`config.mk`:
```
export PLATFORM = sky130hd
export DESIGN_NAME = dispatcher_flat
export DESIGN_NICKNAME = d
export VERILOG_FILES = /design/src/rtl/dispatcher_if.sv /design/src/rtl/dispatcher.sv /design/src/flat_wrapper.sv
export SDC_FILE = /design/constraint.sdc
export NUM_CORES = 1
export LEC_CHECK = 0
export BUFFER_PORTS_ARGS = -buffer_cell sky130_fd_sc_hd__buf_2
export CORE_MARGIN = 10
export CORE_UTILIZATION = 63
export DETAILED_ROUTE_END_ITERATION = 8
export PLACE_DENSITY = 0.95
export SYNTH_ARGS = -nofsm -noshare
export SYNTH_HDL_FRONTEND = slang
export SYNTH_SLANG_ARGS = --single-unit
export TNS_END_PERCENT = 5
```
`constraint.sdc`:
```
create_clock -name clk -period 6.7 [get_ports clk]
set_input_delay 0.67 -clock clk [delete_from_list [all_inputs] [get_ports clk]]
set_output_delay 0.67 -clock clk [all_outputs]
set_load 0.01 [all_outputs]
```
`src/rtl/dispatcher_if.sv`:
```
// ============================================================================
//  dispatcher_if : upstream req/ack stream plus three downstream consumer lanes
//  Revision 1.0
// ============================================================================
`default_nettype none

interface dispatcher_if #(
   parameter int DATA_W = 8
);
   logic              req_in;
   logic [DATA_W-1:0] data_in;
   logic              ack_in;
   logic [2:0]        req_out;
   logic [DATA_W-1:0] data_out;
   logic [2:0]        ack_out;
   logic [1:0]        level;

   // master: producer and consumers around the dispatcher
   modport master (
      output req_in, data_in, ack_out,
      input  ack_in, req_out, data_out, level
   );

   modport slave (
      input  req_in, data_in, ack_out,
      output ack_in, req_out, data_out, level
   );
endinterface

`default_nettype wire

```
`src/rtl/dispatcher.sv`:
```
// ============================================================================
//  dispatcher : 1-to-3 stream distributor with 2-entry FIFO and aging weights
//  Revision 1.0
// ============================================================================
`default_nettype none

module dispatcher #(
   parameter int DATA_W = 8,
   parameter int INC0   = 4,
   parameter int INC1   = 2,
   parameter int INC2   = 1,
   parameter int WGT_W  = 6
) (
   input  wire logic   clk,
   input  wire logic   rst,
   dispatcher_if.slave bus
);

   typedef enum logic [1:0] {
      S_IDLE  = 2'd0,
      S_PICK  = 2'd1,
      S_OFFER = 2'd2
   } state_t;

   state_t            r_state;
   state_t            w_state_nxt;
   logic [1:0]        r_target;
   logic [1:0]        w_target_nxt;

   logic [DATA_W-1:0] r_mem [2];
   logic              r_wr_ptr;
   logic              r_rd_ptr;
   logic [1:0]        r_level;
   logic [1:0]        w_level_nxt;

   logic              w_ack_in;
   logic              w_push;
   logic [2:0]        w_req_out;
   logic [2:0]        w_fire;
   logic              w_pop;

   logic [WGT_W-1:0]  r_pre [3];
   logic [WGT_W-1:0]  w_wgt [3];
   logic [1:0]        w_best;
   logic [WGT_W-1:0]  w_best_wgt;

   // ------------------------------------------------------------------
   // Handshake and FIFO bookkeeping
   // ------------------------------------------------------------------
   assign w_ack_in  = (r_level != 2'd2);
   assign w_push    = bus.req_in & w_ack_in;
   assign w_req_out = (r_state == S_OFFER) ? (3'b001 << r_target) : 3'b000;
   assign w_fire    = w_req_out & bus.ack_out;
   assign w_pop     = |w_fire;

   always_comb begin
      w_level_nxt = r_level;
      case ({w_push, w_pop})
         2'b10:   w_level_nxt = r_level + 2'd1;
         2'b01:   w_level_nxt = r_level - 2'd1;
         default: w_level_nxt = r_level;
      endcase
   end

   always_ff @(posedge clk) begin
      if (rst) begin
         r_mem[0] <= '0;
         r_mem[1] <= '0;
         r_wr_ptr <= 1'b0;
         r_rd_ptr <= 1'b0;
         r_level  <= 2'd0;
      end else begin
         if (w_push) begin
            r_mem[r_wr_ptr] <= bus.data_in;
            r_wr_ptr        <= ~r_wr_ptr;
         end
         if (w_pop) begin
            r_rd_ptr <= ~r_rd_ptr;
         end
         r_level <= w_level_nxt;
      end
   end

   // ------------------------------------------------------------------
   // Aging weights: saturating add of the per-consumer increment
   // ------------------------------------------------------------------
   for (genvar gi = 0; gi < 3; gi++) begin : g_wgt
      localparam int C_INC = (gi == 0) ? INC0 : ((gi == 1) ? INC1 : INC2);
      logic [WGT_W:0] w_sum;
      assign w_sum      = {1'b0, r_pre[gi]} +
                          (bus.ack_out[gi] ? (WGT_W+1)'(C_INC) : {(WGT_W+1){1'b0}});
      assign w_wgt[gi]  = w_sum[WGT_W] ? {WGT_W{1'b1}} : w_sum[WGT_W-1:0];
   end

   // Strict greater-than keeps ties on the lowest index
   always_comb begin
      w_best     = 2'd0;
      w_best_wgt = w_wgt[0];
      if (w_wgt[1] > w_best_wgt) begin
         w_best     = 2'd1;
         w_best_wgt = w_wgt[1];
      end
      if (w_wgt[2] > w_best_wgt) begin
         w_best     = 2'd2;
         w_best_wgt = w_wgt[2];
      end
   end

   always_ff @(posedge clk) begin
      if (rst) begin
         for (int i = 0; i < 3; i++) begin
            r_pre[i] <= '0;
         end
      end else if (r_state != S_IDLE) begin
         for (int i = 0; i < 3; i++) begin
            r_pre[i] <= w_fire[i] ? '0 : w_wgt[i];
         end
      end
   end

   // ------------------------------------------------------------------
   // Control FSM
   // ------------------------------------------------------------------
   always_ff @(posedge clk) begin
      if (rst) begin
         r_state  <= S_IDLE;
         r_target <= 2'd0;
      end else begin
         r_state  <= w_state_nxt;
         r_target <= w_target_nxt;
      end
   end

   always_comb begin
      w_state_nxt  = r_state;
      w_target_nxt = r_target;
      case (r_state)
         S_IDLE: begin
            if (r_level != 2'd0) begin
               w_state_nxt = S_PICK;
            end
         end
         S_PICK: begin
            if (|bus.ack_out) begin
               w_target_nxt = w_best;
               w_state_nxt  = S_OFFER;
            end
         end
         S_OFFER: begin
            // Target stays latched until the offered consumer takes the item
            if (w_pop) begin
               w_state_nxt = (w_level_nxt != 2'd0) ? S_PICK : S_IDLE;
            end
         end
         default: begin
            w_state_nxt = S_IDLE;
         end
      endcase
   end

   assign bus.ack_in   = w_ack_in;
   assign bus.req_out  = w_req_out;
   assign bus.data_out = r_mem[r_rd_ptr];
   assign bus.level    = r_level;

endmodule

`default_nettype wire
```
`src/flat_wrapper.sv`:
```
// flat-port wrapper written by rule: the top's interface ports become plain ports
module dispatcher_flat 
#(
   parameter int DATA_W = 8,
   parameter int INC0   = 4,
   parameter int INC1   = 2,
   parameter int INC2   = 1,
   parameter int WGT_W  = 6
)
  (clk, rst, bus_req_in, bus_data_in, bus_ack_out, bus_ack_in, bus_req_out, bus_data_out, bus_level);
  dispatcher_if #(.DATA_W(DATA_W)) bus_i ();
  input  wire logic clk;
  input  wire logic rst;
  input wire logic [$bits(bus_i.req_in)-1:0] bus_req_in;
  input wire logic [$bits(bus_i.data_in)-1:0] bus_data_in;
  input wire logic [$bits(bus_i.ack_out)-1:0] bus_ack_out;
  output wire logic [$bits(bus_i.ack_in)-1:0] bus_ack_in;
  output wire logic [$bits(bus_i.req_out)-1:0] bus_req_out;
  output wire logic [$bits(bus_i.data_out)-1:0] bus_data_out;
  output wire logic [$bits(bus_i.level)-1:0] bus_level;
  assign bus_i.req_in = bus_req_in;
  assign bus_i.data_in = bus_data_in;
  assign bus_i.ack_out = bus_ack_out;
  assign bus_ack_in = bus_i.ack_in;
  assign bus_req_out = bus_i.req_out;
  assign bus_data_out = bus_i.data_out;
  assign bus_level = bus_i.level;
  dispatcher #(.DATA_W(DATA_W), .INC0(INC0), .INC1(INC1), .INC2(INC2), .WGT_W(WGT_W)) u_core (.clk(clk), .rst(rst), .bus(bus_i));
endmodule
```
* Yosys cells after proc, flatten, opt, wreduce, memory -nomap -nowiden *
Memories as Yosys holds them, arrays and structs flattened. A register that Yosys moved wholly into a read port is not among the register bits.
Cells that the tools add are included.

storage, ports and cells
  register bits after elaboration = 8
  latch bits = 0
  RAM bits = 34
  memory bits (read-only) = 0
  bits of input ports = 14
  output and inout port bits = 14
  logic and storage cells = 74
  memories kept = 2

memory list
  name          depth  bits a word  read ports  clocked after memory_dff  wr ports  line              RTL
  u_core.r_pre  3      6            3           0                         3         dispatcher.sv:42  logic [WGT_W-1:0] r_pre [3];
  u_core.r_mem  2      8            1           1                         2         dispatcher.sv:30  logic [DATA_W-1:0] r_mem [2];

cells by class
  add/subtract/negate cells = 5
  $mul = 0
  div/mod/pow operators = 0
  $lt $le $gt $ge = 2
  equality and inequality tests = 8
  shifts and indexed selects = 1
  mux-type cells = 35
  bitwise operators = 7
  reductions and logical operators = 9

operators by type and width
  operator             count
  $mux 6               10
  $add 6x7->7          3
  $mux 1               15
  $gt 6x6->1           2
  $mux 2               5
  $mux 8               1
  $reduce_or 8->1      1
  $mux 3               2
  $ne 2x1->1 const B   3
  $pmux 2 s3           1
  $reduce_bool 2->1    3
  $reduce_or 3->1      2
  $eq 2x1->1 const B   2
  $eq 2x2->1 const B   2
  $pmux 2 s2           1
  $and 3x3->3          1
  $or 1x1->1           3
  $reduce_and 3->1     1
  $shl 1x2->3 const A  1
  $add 2x1->2 const B  1
  $logic_not 2->1      1
  $ne 2x2->1 const B   1
  $not 1->1            2
  $reduce_and 2->1     1
  other kinds (2)      2

* Logic depth before layout (Yosys ltp) *
  word-level depth = 10
  gate-level depth with buffers = 17
  mapped depth without buffers = 17

* Worst setup path before layout *
No wires, ideal clock.

  path kind = input port to flip-flop
  start point = input bus_ack_out[0]
  end point = register u_core.r_target[0]
  arrival time = 4027 ps
  required time = 6599 ps
  path slack = 2572 ps
  stages = 17
  path buffers = 0
  cell sequence = ha_1 -> ha_1 -> and3_2 -> nor2_1 -> inv_1 -> ha_1 -> and3_1 -> a21oi_1 -> maj3_2 -> a32oi_4 -> mux2_2 -> ha_1 -> a21o_1 -> a21o_1 -> a221oi_1 -> nor2_1 -> o41ai_1

RTL lines
  element               line                RTL
  from (decl)           flat_wrapper.sv:16  input wire logic [$bits(bus_i.ack_out)-1:0] bus_ack_out;
  to (signal assigned)  dispatcher.sv:130   r_target <= w_target_nxt;
  to (decl)             dispatcher.sv:27    logic [1:0] r_target;

* Worst setup path after layout *
  start point = input bus_ack_out[0]
  end point = register u_core.r_target[0]

on the way
  cells in the longest elaborated chain, start to end = 7

RTL lines
  element      line               RTL
  $mux 3       dispatcher.sv:91   (bus.ack_out[gi] ? (WGT_W+1)'(C_INC) : {(WGT_W+1){1'b0}});
  $add 6x7->7  dispatcher.sv:90   assign w_sum = {1'b0, r_pre[gi]} +
  $mux 6       dispatcher.sv:92   assign w_wgt[gi] = w_sum[WGT_W] ? {WGT_W{1'b1}} : w_sum[WGT_W-1:0];
  $gt 6x6->1   dispatcher.sv:99   if (w_wgt[1] > w_best_wgt) begin
  $mux 6       dispatcher.sv:99
  $gt 6x6->1   dispatcher.sv:103  if (w_wgt[2] > w_best_wgt) begin
  $mux 2       dispatcher.sv:103

Parallel ways exist; a longest one is shown, timed or not.
A chain may end at the register's enable or synchronous reset.

==> impl_metrics.py <==
metrics = {
    "floorplanning": {
        "die-width_um": 83.03,
        "dieArea_um2": 6893,
        "rows": 22,
        "core_um2": 3744,
        "start_util_pct": 66.84,
        "ios": 28,
        "die_h_um": 83.03,
    },
    "critical_path": {
        "crit_buf_inv": 1,
        "cp_top_family": "compound AO/OA/AOI/OAI gates",
        "cpMostUsedCell": "ha_1",
        "path_cells": "buf_2, ha_1, ha_1, and3_2, nor2_1, ha_1, a21oi_1, a21oi_1, maj3_2, a32oi_4, mux2_2, ha_1, a21o_1, a21o_1, a221oi_1, nor2_1, o41ai_1",
        "required_ns": 6.90,
        "critPathMaxStageDelay_ns": 0.38,
        "arrival_ns": 4.52,
        "worst_setup_path_start_kind": "input port",
        "slowest_stage": "mux2_2",
        "path_max_fanout": 6,
        "path_class": "input port to register",
        "end_kind": "register",
    },
    "clock_network": {
        "h-tree-depth": 2,
        "cts_root_buffer": "clkbuf_8",
        "clock-sinks": 43,
        "ctsResizeCount": 0,
        "clk_latency_ns": 0.30,
        "cts-buffers-inserted": 5,
        "cts_hold_buf": 0,
        "cts_buffer_depth": 2,
        "postCtsSetupRepairBufs": 0,
        "clk_pin_slew_ns": 0.09,
        "cts_tree": "built",
    },
    "power": {
        "p_int_w": 0.0006506,
        "p_comb_share_pct": 43.9,
        "p_clk_share_pct": 16.3,
        "p_switching_w": 0.0003845,
        "ir_drop_v": 0.0002400,
        "p_leak_nw": 1.177,
        "sequentialPowerShare_pct": 39.8,
        "swShare_pct": 37.14,
        "cellPowerDensity_nw_per_um2": 374.3,
    },
    "final_layout": {
        "area_growth_pct": 10.50,
        "nFillCells": 273,
        "antennaDiodeCount": 0,
        "nets": 289,
        "fin_cells": 306,
        "layout-drive-gt1-share_pct": 23.64,
        "final_area_um2": 2765,
    },
    "synthesis": {
        "synthCells": 229,
        "synth-seq-cells": 43,
        "synth_area_per_cell_um2": 10.93,
        "synth_nets": 261,
        "synth_area_um2": 2502,
        "yosysWarningCount": 0,
        "synth_edf_count": 34,
        "ys_types": 46,
        "ys_seq_area_share_pct": 48.00,
        "async_flop_share_pct": 0,
        "synthFlopType": "edfxtp_1",
    },
    "detailed_routing": {
        "routed_via_density": 5.846,
        "route.detailed.drc": 0,
        "drtAntennaViolNets": 0,
        "routed_wl_um": 4926,
        "vias": 1789,
        "drtIter0Drc": 108,
        "detail_route.wl_per_cell_um": 16.10,
        "first_pass_iters": 4,
    },
    "flow_run": {
        "maxCapViolations": 0,
    },
    "placed_design": {
        "hpwl_um": 3719,
        "place_congestion": 0.8180,
        "portBuffers": 27,
        "dpl.cell_count": 298,
        "post-place-ws_ns": 2.084,
        "dpl_cell_area_um2": 2671,
    },
    "sta": {
        "slew_headroom_pct": 37.90,
        "skew_ns": 0.005008,
        "rsz0062_at_grt": "no",
        "worst_pin_slew_ns": 0.9294,
        "hold_ws_ns": 0.5204,
        "hold_viol": 0,
        "finalWorstSetupSlack_ns": 2.382,
        "final-setup-viol-count": 0,
        "period_share_pct": 64.44,
        "maxSlewViolCount": 0,
        "fin_crit_ns": 4.318,
        "fin_tns_setup_ns": 0,
        "timing.fmax_mhz": 231.6,
    },
    "global_route": {
        "antenna_found_initial": 0,
        "grt_pass1_wl_um": 8328,
        "track_usage_pct": 14.20,
        "grt_max_degree": 21,
        "first_global_vias": 1903,
        "grt-ovfl-total": 0,
    },
    "outcome": {
        "status": "completed",
    },
    "hold_path": {
        "hp-class": "register to register",
    },
}
[registers in the layout, indices dropped and copies added (netlist names), named ones only]
name              count
u_core.r_rd_ptr       1
u_core.bus.level      2
u_core.r_target       2
u_core.r_state        2
u_core.r_wr_ptr       1
u_core.r_mem         16
u_core.r_pre         18
[placed cells by master (no fill, tap or decap), drive strengths merged, types with 2 or more instances in the layout]
cell / instances
nor2b: 3
inv: 8
mux2i: 3
xnor2: 4
nand3: 3
nor2: 30
ha: 18
clkinv: 2
nor3: 3
nand2: 6
a21o: 4
buf: 27
dfxtp: 9
or3: 2
nand2b: 6
clkbuf: 5
edfxtp: 34
o21ai: 3
or2: 5
a21oi: 13
nand3b: 6
nor3b: 5
and2: 17
mux2: 14
and3: 5
nand4: 2
o21a: 2
[power by group through the flow]
stage	sequential, W	combinational, W	clock (W)
2_1_floorplan	0.000399	0.000363	0
3_3_place_gp	0.000412	0.000431	0
3_5_place_dp	0.000417	0.000450	0
4_1_cts	0.000411	0.000454	0.000170
5_1_grt	0.000420	0.000513	0.000181
6_report	0.000412	0.000455	0.000168
[worst min-delay path: stages, from the launching register on]
cell and delay, ns:
dfxtp_1 0.33, xnor2_1 0.08, nor2_1 0.08
[cells in the mapped netlist, types with 3 or more instances]
| cell type | number | area (um^2) |
|---|---|---|
| nor3b_1 | 5 | 37.54 |
| and3_1 | 4 | 25.02 |
| inv_1 | 8 | 30.03 |
| nand2_1 | 6 | 22.52 |
| nor2_1 | 29 | 108.9 |
| o21ai_0 | 3 | 15.01 |
| ha_1 | 18 | 225.2 |
| a21oi_1 | 13 | 65.06 |
| or2_2 | 5 | 31.28 |
| dfxtp_1 | 9 | 180.2 |
| nand3_1 | 3 | 15.01 |
| clkbuf_1 | 5 | 18.77 |
| mux2i_1 | 3 | 30.03 |
| and2_1 | 17 | 106.4 |
| nand2b_1 | 6 | 37.54 |
| edfxtp_1 | 34 | 1021 |
| a21o_1 | 4 | 30.03 |
| nand3b_1 | 6 | 45.04 |
| nor3_1 | 3 | 15.01 |
| nor2b_1 | 3 | 18.77 |
| mux2_2 | 14 | 157.7 |
| xnor2_1 | 4 | 35.03 |
[cells by family after synthesis]
logic type	count (synthesis)	synth area share (%)
xor gates and xnor gates	5	1.750
muxes	17	7.500
AOI/OAI and AO/OA	33	9.401
DFF	43	48.00
adders and majority gates	19	9.450
and+or+nand+nor	98	21.65
buffers and inverters	14	2.250
[final cells by class]
type / instances / area [um^2] / area share (%)
Clock buffer: 5 / 68.82 / 2.489
Tap cell: 48 / 60.06 / 2.172
Clock inverter: 3 / 25.02 / 0.9050
Timing Repair Buffer: 27 / 135.1 / 4.887
Inverter: 8 / 30.03 / 1.086
Sequential cell: 43 / 1201 / 43.44
Multi-Input combinational cell: 172 / 1245 / 45.02
[layer usage]
layer  vias to the layer above  GRT usage, %  wire length (um)
met5                         -             0                 0
met4                         0         5.538               116
met3                        12         3.418               233
met2                        52         24.58              2427
met1                       837         16.35              2148
li1                        888             -                 -
[metrics by stage]
step,utilization (%),total power (W)
2_1_floorplan,-,0.0007624
3_3_place_gp,71.36,0.0008429
3_5_place_dp,71.36,0.0008671
4_1_cts,73.86,0.001034
5_1_grt,73.86,0.001115
6_report,73.86,0.001035
[final timing paths]
kind | start | endpoint | slack (ns) | cells after the start
worst min-delay path | u_core.r_rd_ptr | register | 0.52 | 2
worst max register to register | u_core.r_pre[0][2] | u_core.r_target[0] | 2.51 | 16
worst min register to register | u_core.r_rd_ptr | register | 0.52 | 2
worst max-delay path | bus_ack_out[0] | u_core.r_target[0] | 2.38 | 17
(Power assumes the default switching activity.)
